[config.mk]
export PLATFORM = sky130hd
export DESIGN_NAME = mwadd_seq
export DESIGN_NICKNAME = d
export VERILOG_FILES = /design/src/rtl/mwadd_seq.sv
export SDC_FILE = /design/constraint.sdc
export NUM_CORES = 1
export LEC_CHECK = 0
export CORE_MARGIN = 5
export CORE_UTILIZATION = 38
export DETAILED_ROUTE_END_ITERATION = 12
export PLACE_DENSITY = 0.73
export SYNTH_ARGS = -nofsm -noshare
export SYNTH_HDL_FRONTEND = slang
export SYNTH_SLANG_ARGS = --single-unit
[constraint.sdc]
create_clock -name clk -period 27.5 [get_ports clk]
set_input_delay 5.5 -clock clk [delete_from_list [all_inputs] [get_ports clk]]
set_output_delay 5.5 -clock clk [all_outputs]
set_load 0.05 [all_outputs]
[src/rtl/mwadd_seq.sv]
// Sequential multi-word add/subtract: drives one 32-bit cla per cycle, carry chained limb to limb.
// Latency WORDS+1 cycles start->done; start is ignored while busy. Subtraction is built only with `MWADD_SUB_EN.

module cla (
  input  logic [31:0] a_i,
  input  logic [31:0] b_i,
  input  logic        ci_i,
  output logic [31:0] sum_o,
  output logic        co_o,
  output logic        ov_o
);
  logic [31:0] g, p;
  logic        cr, c31;

  always_comb begin
    g     = a_i & b_i;
    p     = a_i ^ b_i;
    sum_o = '0;
    cr    = ci_i;
    c31   = 1'b0;
    for (int i = 0; i < 32; i++) begin
      if (i == 31) c31 = cr;
      sum_o[i] = p[i] ^ cr;
      cr       = g[i] | (p[i] & cr);
    end
  end

  assign co_o = cr;
  // Signed overflow: carry into the sign bit differs from carry out of it.
  assign ov_o = cr ^ c31;
endmodule

module mwadd_seq #(
  parameter int WORDS = 2
) (
  input  logic                  clk,
  input  logic                  rst_n,
  input  logic                  start,
  input  logic                  op_sub,
  input  logic [32*WORDS-1:0]   a_in,
  input  logic [32*WORDS-1:0]   b_in,
  output logic                  busy,
  output logic                  done,
  output logic [32*WORDS-1:0]   result,
  output logic                  carry_out,
  output logic                  overflow,
  output logic                  zero
);
  localparam int IW = (WORDS > 1) ? $clog2(WORDS) : 1;
  localparam int RW = 32 * WORDS;

  typedef enum logic [1:0] {IDLE = 2'd0, RUN = 2'd1, DONE = 2'd2} state_t;

  state_t          state_q;
  logic [IW-1:0]   idx_q;
  logic            c_q, sub_q;
  logic [RW-1:0]   a_q, b_q, result_q;
  logic            carry_q, ovf_q, zero_q, busy_q, done_q;

  logic            sub_d, last;
  logic [31:0]     a_limb, b_limb, b_fmt, sum;
  logic            cla_co, cla_ov;

`ifdef MWADD_SUB_EN
  assign sub_d = op_sub;
`else
  // Port stays for pin compatibility; every request is an add.
  assign sub_d = op_sub & 1'b0;
`endif

  always_comb begin
    a_limb = '0;
    b_limb = '0;
    for (int k = 0; k < WORDS; k++) begin
      if (idx_q == IW'(k)) begin
        a_limb = a_q[k*32 +: 32];
        b_limb = b_q[k*32 +: 32];
      end
    end
  end

  assign b_fmt = sub_q ? ~b_limb : b_limb;
  assign last  = (idx_q == IW'(WORDS - 1));

  cla u_cla (
    .a_i   (a_limb),
    .b_i   (b_fmt),
    .ci_i  (c_q),
    .sum_o (sum),
    .co_o  (cla_co),
    .ov_o  (cla_ov)
  );

  always_ff @(posedge clk or negedge rst_n) begin
    if (!rst_n) begin
      state_q  <= IDLE;
      idx_q    <= '0;
      c_q      <= 1'b0;
      sub_q    <= 1'b0;
      a_q      <= '0;
      b_q      <= '0;
      result_q <= '0;
      carry_q  <= 1'b0;
      ovf_q    <= 1'b0;
      zero_q   <= 1'b0;
      busy_q   <= 1'b0;
      done_q   <= 1'b0;
    end else begin
      done_q <= 1'b0;
      case (state_q)
        IDLE: begin
          if (start) begin
            a_q     <= a_in;
            b_q     <= b_in;
            sub_q   <= sub_d;
            c_q     <= sub_d;
            idx_q   <= '0;
            carry_q <= 1'b0;
            ovf_q   <= 1'b0;
            zero_q  <= 1'b0;
            busy_q  <= 1'b1;
            state_q <= RUN;
          end
        end
        RUN: begin
          for (int k = 0; k < WORDS; k++) begin
            if (idx_q == IW'(k)) result_q[k*32 +: 32] <= sum;
          end
          c_q <= cla_co;
          if (last) begin
            carry_q <= cla_co;
            ovf_q   <= cla_ov;
            state_q <= DONE;
          end else begin
            idx_q <= idx_q + IW'(1);
          end
        end
        DONE: begin
          // Result is complete here, so zero lands in the same cycle as the done pulse.
          zero_q  <= (result_q == '0);
          done_q  <= 1'b1;
          busy_q  <= 1'b0;
          state_q <= IDLE;
        end
        default: state_q <= IDLE;
      endcase
    end
  end

  assign busy      = busy_q;
  assign done      = done_q;
  assign result    = result_q;
  assign carry_out = carry_q;
  assign overflow  = ovf_q;
  assign zero      = zero_q;
endmodule

# == Word-level counts from Yosys, hierarchy flattened ==
# Index checks and enable logic that the tools add are counted.
# classes
add_sub_neg,1
n_eq_ne,4
n_mux,17
n_bitwise,100
n_reduce_logical,11
# ops
operator,count
$logic_not A64 Y1,1
$mux W32,2
$xor A1 B1 Y1,33
$and A1 B1 Y1,32
$and A32 B32 Y32,1
$or A1 B1 Y1,32
$xor A32 B32 Y32,1
$pmux W1 S2,6
$reduce_and A2 Y1,6
$mux W1,6
$mux W2,2
$ne A2 B2 Y1 const B,2
$pmux W2 S2,1
$reduce_bool A2 Y1,2
$reduce_and A3 Y1,1
$eq A2 B1 Y1 const B,1
$eq A2 B2 Y1 const B,1
$logic_not A2 Y1,1
$add A1 B1 Y1 const B,1
$not A1 Y1,1
# totals
reg_bits,201
input_bits,132

# == Depth between registers and ports, before layout ==
# logic_depth
ltp_word,69
mapped_depth,39
mapped_depth_nobuf,37

# == Modules after synthesis ==
# Synthesis repeated with hierarchy kept, for this count alone.
# unflattened
hier_cells,571
hier_area_um2,8997.4
# by_module_without_submodules
mod,n_inst,cells_each,area_each_um2,seq_area_each_um2
mwadd_seq,1,528,8310.5,5029.8
cla,1,43,686.9,0.0

# == Worst setup path before layout ==
# OpenSTA, ideal clock, no wires.
# synth_path
kind,register -> register
startpoint,register idx_q
endpoint,"register result_q[63], in the netlist result[63]"
arrival_time_ns,15.381
t_required_ns,27.417
setup_slack_ns,12.036
path_stages_with_launch,39
synth_period_minus_slack_ns,15.464
path_cell_list,dfrtp_1 buf_1 buf_2 mux2i_1 fa_1 inv_1 fa_1 fa_1 fa_1 fa_1 fa_1 fa_1 fa_1 fa_1 fa_1 fa_1 fa_1 fa_1 [... 3 more ...] fa_1 fa_1 fa_1 fa_1 fa_1 fa_1 fa_1 fa_1 fa_1 fa_1 fa_1 fa_1 fa_1 fa_1 inv_1 fa_1 fa_1 o21ai_0
# synth_via
elab_chain_len,65
word_cells_on_any_way,68
cone_classes,mux (2); bitwise (65); reduce/logical (1)
# synth_rtl
element,line_no,rtl
from (decl),55,logic [IW-1:0] idx_q;
from (signal assigned),135,idx_q <= idx_q + IW'(1);
$mux W32,75,if (idx_q == IW'(k)) begin
$xor A32 B32 Y32,17,p = a_i ^ b_i;
$and A1 B1 Y1,24,cr = g[i] | (p[i] & cr);
$or A1 B1 Y1,24,
$and A1 B1 Y1,24,
$or A1 B1 Y1,24,
$and A1 B1 Y1,24,
$or A1 B1 Y1,24,
[... 49 more ...],n/a,
$or A1 B1 Y1,24,
$and A1 B1 Y1,24,
$or A1 B1 Y1,24,
$and A1 B1 Y1,24,
$or A1 B1 Y1,24,
$and A1 B1 Y1,24,
$or A1 B1 Y1,24,
$xor A1 B1 Y1,23,sum_o[i] = p[i] ^ cr;
"to (signal, indexed assignment)",127,if (idx_q == IW'(k)) result_q[k*32 +: 32] <= sum;
to (decl),57,"logic [RW-1:0] a_q, b_q, result_q;"
# Several ways; a longest one is shown, not always the timed one.
# A chain may end at the register's enable or synchronous reset.

# == Worst setup path after layout ==
# Same ends and word-level chain as after synthesis.

==> metrics.cfg <==
[placed_design]
port_buffers=199
gp_congestion=0.735
post-dp-hpwl_mm=15.3

[yosys]
yosys_warnings=0
synth-xor-area-share_pct=0.0946
synth_cell_types=23
synth_top_family_by_area=multiplexers
synth_top_area_share_pct=54.3
ys_seq_elements=201
synthAdderAreaFrac_pct=6.92
yosysSeqAreaShare_pct=54.3
yosysTopAreaCell=dfrtp_1
synth-simple-area-share_pct=6.12
yosys-top-cells-area=dfrtp_1, mux2_2, mux2_4
syn_area_um2=9260
netlist_instances=636
synth-compound-area-share_pct=0.595
synth_area_per_cell_um2=14.6
syn_nets=800
synth.mux.area_fraction_pct=29.4

[routing]
ant_nets=0
viasPerCell=4.74
route.final.wire_length_mm=21.5
drcViolationCount=0
num_vias=5552
drt_iter0_drc=244
drt-pass1-iter-count=4
routedWlPerCell_um=18.4

[timing]
fin_crit_ns=16.00
rsz0062_at_grt=no
period_share_pct=58.2
finalHoldViolations=0
setup_tns_ns=0
tightest_slew_ns=0.997
maxSlewHeadroom_pct=33.5
fin_worst_skew_ns=0.0221
fmax_ghz=0.0625
drv_slew=0
setup-violations-final=0

[grt]
grt_first_pass_wirelength_mm=35.2
grt_util_all_layers_pct=15.6
antenna_found_initial=0
overflow=0
grt_pass1_vias=6360
grt_start_max_net_pins=124

[clock_tree]
cts_hold_buffers=0
post_cts_resized=0
cts-root-buf=clkbuf_16
ctsLongestPathBuffers=3
clkTransAtPathRegs_ns=0.05
post-cts-setup-buffers=0
clk_latency_ns=0.51
htree_levels=1
cts_tree=built
cts_sinks=201
numCtsBuffers=24

[final_layout]
drive_gt1_share_pct=31.0
postLayoutCoreUtil_pct=51.1
most-common-layout-cells=dfrtp_1, clkdlybuf4s50_1, mux2_2
area_growth_pct=33.4
layout.cells.most_common=dfrtp_1
nNetsFinal=996
diodes=0

[setup_path]
slowest_delay_ns=0.80
worstSetupPathType=flop to flop
crit_arrival_ns=16.39
slowest_stage=dfrtp_4
cp_max_fo=41
cp-end-kind=flop
crit_top_cell=fa_1
start_kind=flop
cp.required_ns=27.89

[floorplan]
coreArea_um2=24200
dieHeight_um=166
io_pins=201
dieArea_um2=27600
die_w_um=166
start_util_pct=38.3
rows=57

[power]
p_leak_nw=5.43
pwr_density_cell_nw_per_um2=154
ir_worst_vdd_mv=0.0642

[outcome]
status=complete, no violations

[hold_path]
min_path_type=flop to flop

[flow_run]
drv_cap=0

## layout make-up
cell class | count | area (um^2)
inverter | 5 | 18.8
clock buffer | 37 | 751
fill | 2059 | 11800
clock inverter | 5 | 104
timing repair buffer | 203 | 2030
sequential | 201 | 5030
tap | 324 | 405
multi-input combinational | 397 | 4010
## cells by family (layout without fill, tap and decap cells)
group,after synthesis,count (layout)
AND/OR/NAND/NOR,132,132
AO/OA/AOI/OAI,11,11
buffers and inverters,38,250
adder cells (fa/ha/maj),32,32
XOR/XNOR,1,1
flip-flops,201,201
multiplexers,221,221
## metal layers
layer | vias to the layer above | GRT usage, % | wire, um
met2 | 148 | 25.1 | 10200
met4 | 0 | 3.23 | 377
met3 | 30 | 4.43 | 1510
li1 | 2605 | - | -
met5 | - | 0 | 0
met1 | 2769 | 21.2 | 9470
## cell usage after synthesis
cell type    n
dfrtp_1    201
nor4_1      16
or2_1        1
nand2b_1     4
nor2_1       2
o21ai_0     10
o21ai_1      1
xnor2_1      1
mux2_2     150
or4_1        1
fa_1        32
mux2i_1      6
buf_1        3
nand3_1      4
buf_2       15
clkbuf_1     6
buf_6        8
nand4_1      3
inv_1        5
buf_8        1
mux2_4      65
nand2_1    100
nor2b_1      1
## sequential cells by signal (all words and copies together), names as in the netlist
register	count
a_q	64
b_q	64
result	64
state_q	2
busy	1
c_q	1
carry_out	1
done	1
idx_q	1
overflow	1
zero	1
## worst max-delay path: cells and delay by family (launching register included)
| kind | cells | cell delay (ns) |
|---|---|---|
| buffers and inverters | 2 | 0.14 |
| muxes | 1 | 0.31 |
| DFF | 1 | 0.80 |
| AOI/OAI and AO/OA | 1 | 0.16 |
| adders and majority gates | 32 | 14.46 |
## report_power, final
group / internal, mW / total (mW) / switching, mW
Sequential: 0.451 / 0.559 / 0.108
Combinational: 0.484 / 1.00 / 0.520
Clock: 0.215 / 0.334 / 0.120
## metrics by stage
step / worst slack, ns / power (mW) / cell area [um^2] / std cells / hold slack [ns]
after floorplan: 12.04 / 1.28 / 9260 / 636 / 0.470
after global placement: 11.35 / 1.56 / 11500 / 1130 / 0.461
after detailed placement: 11.32 / 1.58 / 11500 / 1130 / 0.472
after CTS: 11.28 / 1.93 / 12400 / 1172 / 0.485
after global routing: 10.79 / 2.04 / 12400 / 1172 / 0.507
final: 11.50 / 1.90 / 12400 / 1172 / 0.475
## final timing paths
| check | slack (ns) | to | start | cells past startpoint |
|---|---|---|---|---|
| max | 11.50 | result[63] | idx_q | 36 |
| min | 0.48 | busy | busy | 2 |
| max reg2reg | 11.50 | result[63] | idx_q | 36 |
| min reg2reg | 0.48 | busy | busy | 2 |
| max in group asynchronous | 20.84 | a_q[37] | rst_n | 2 |
| min in group asynchronous | 5.10 | a_q[60] | rst_n | 1 |
No activity file was read; power rests on OpenSTA's default activity.
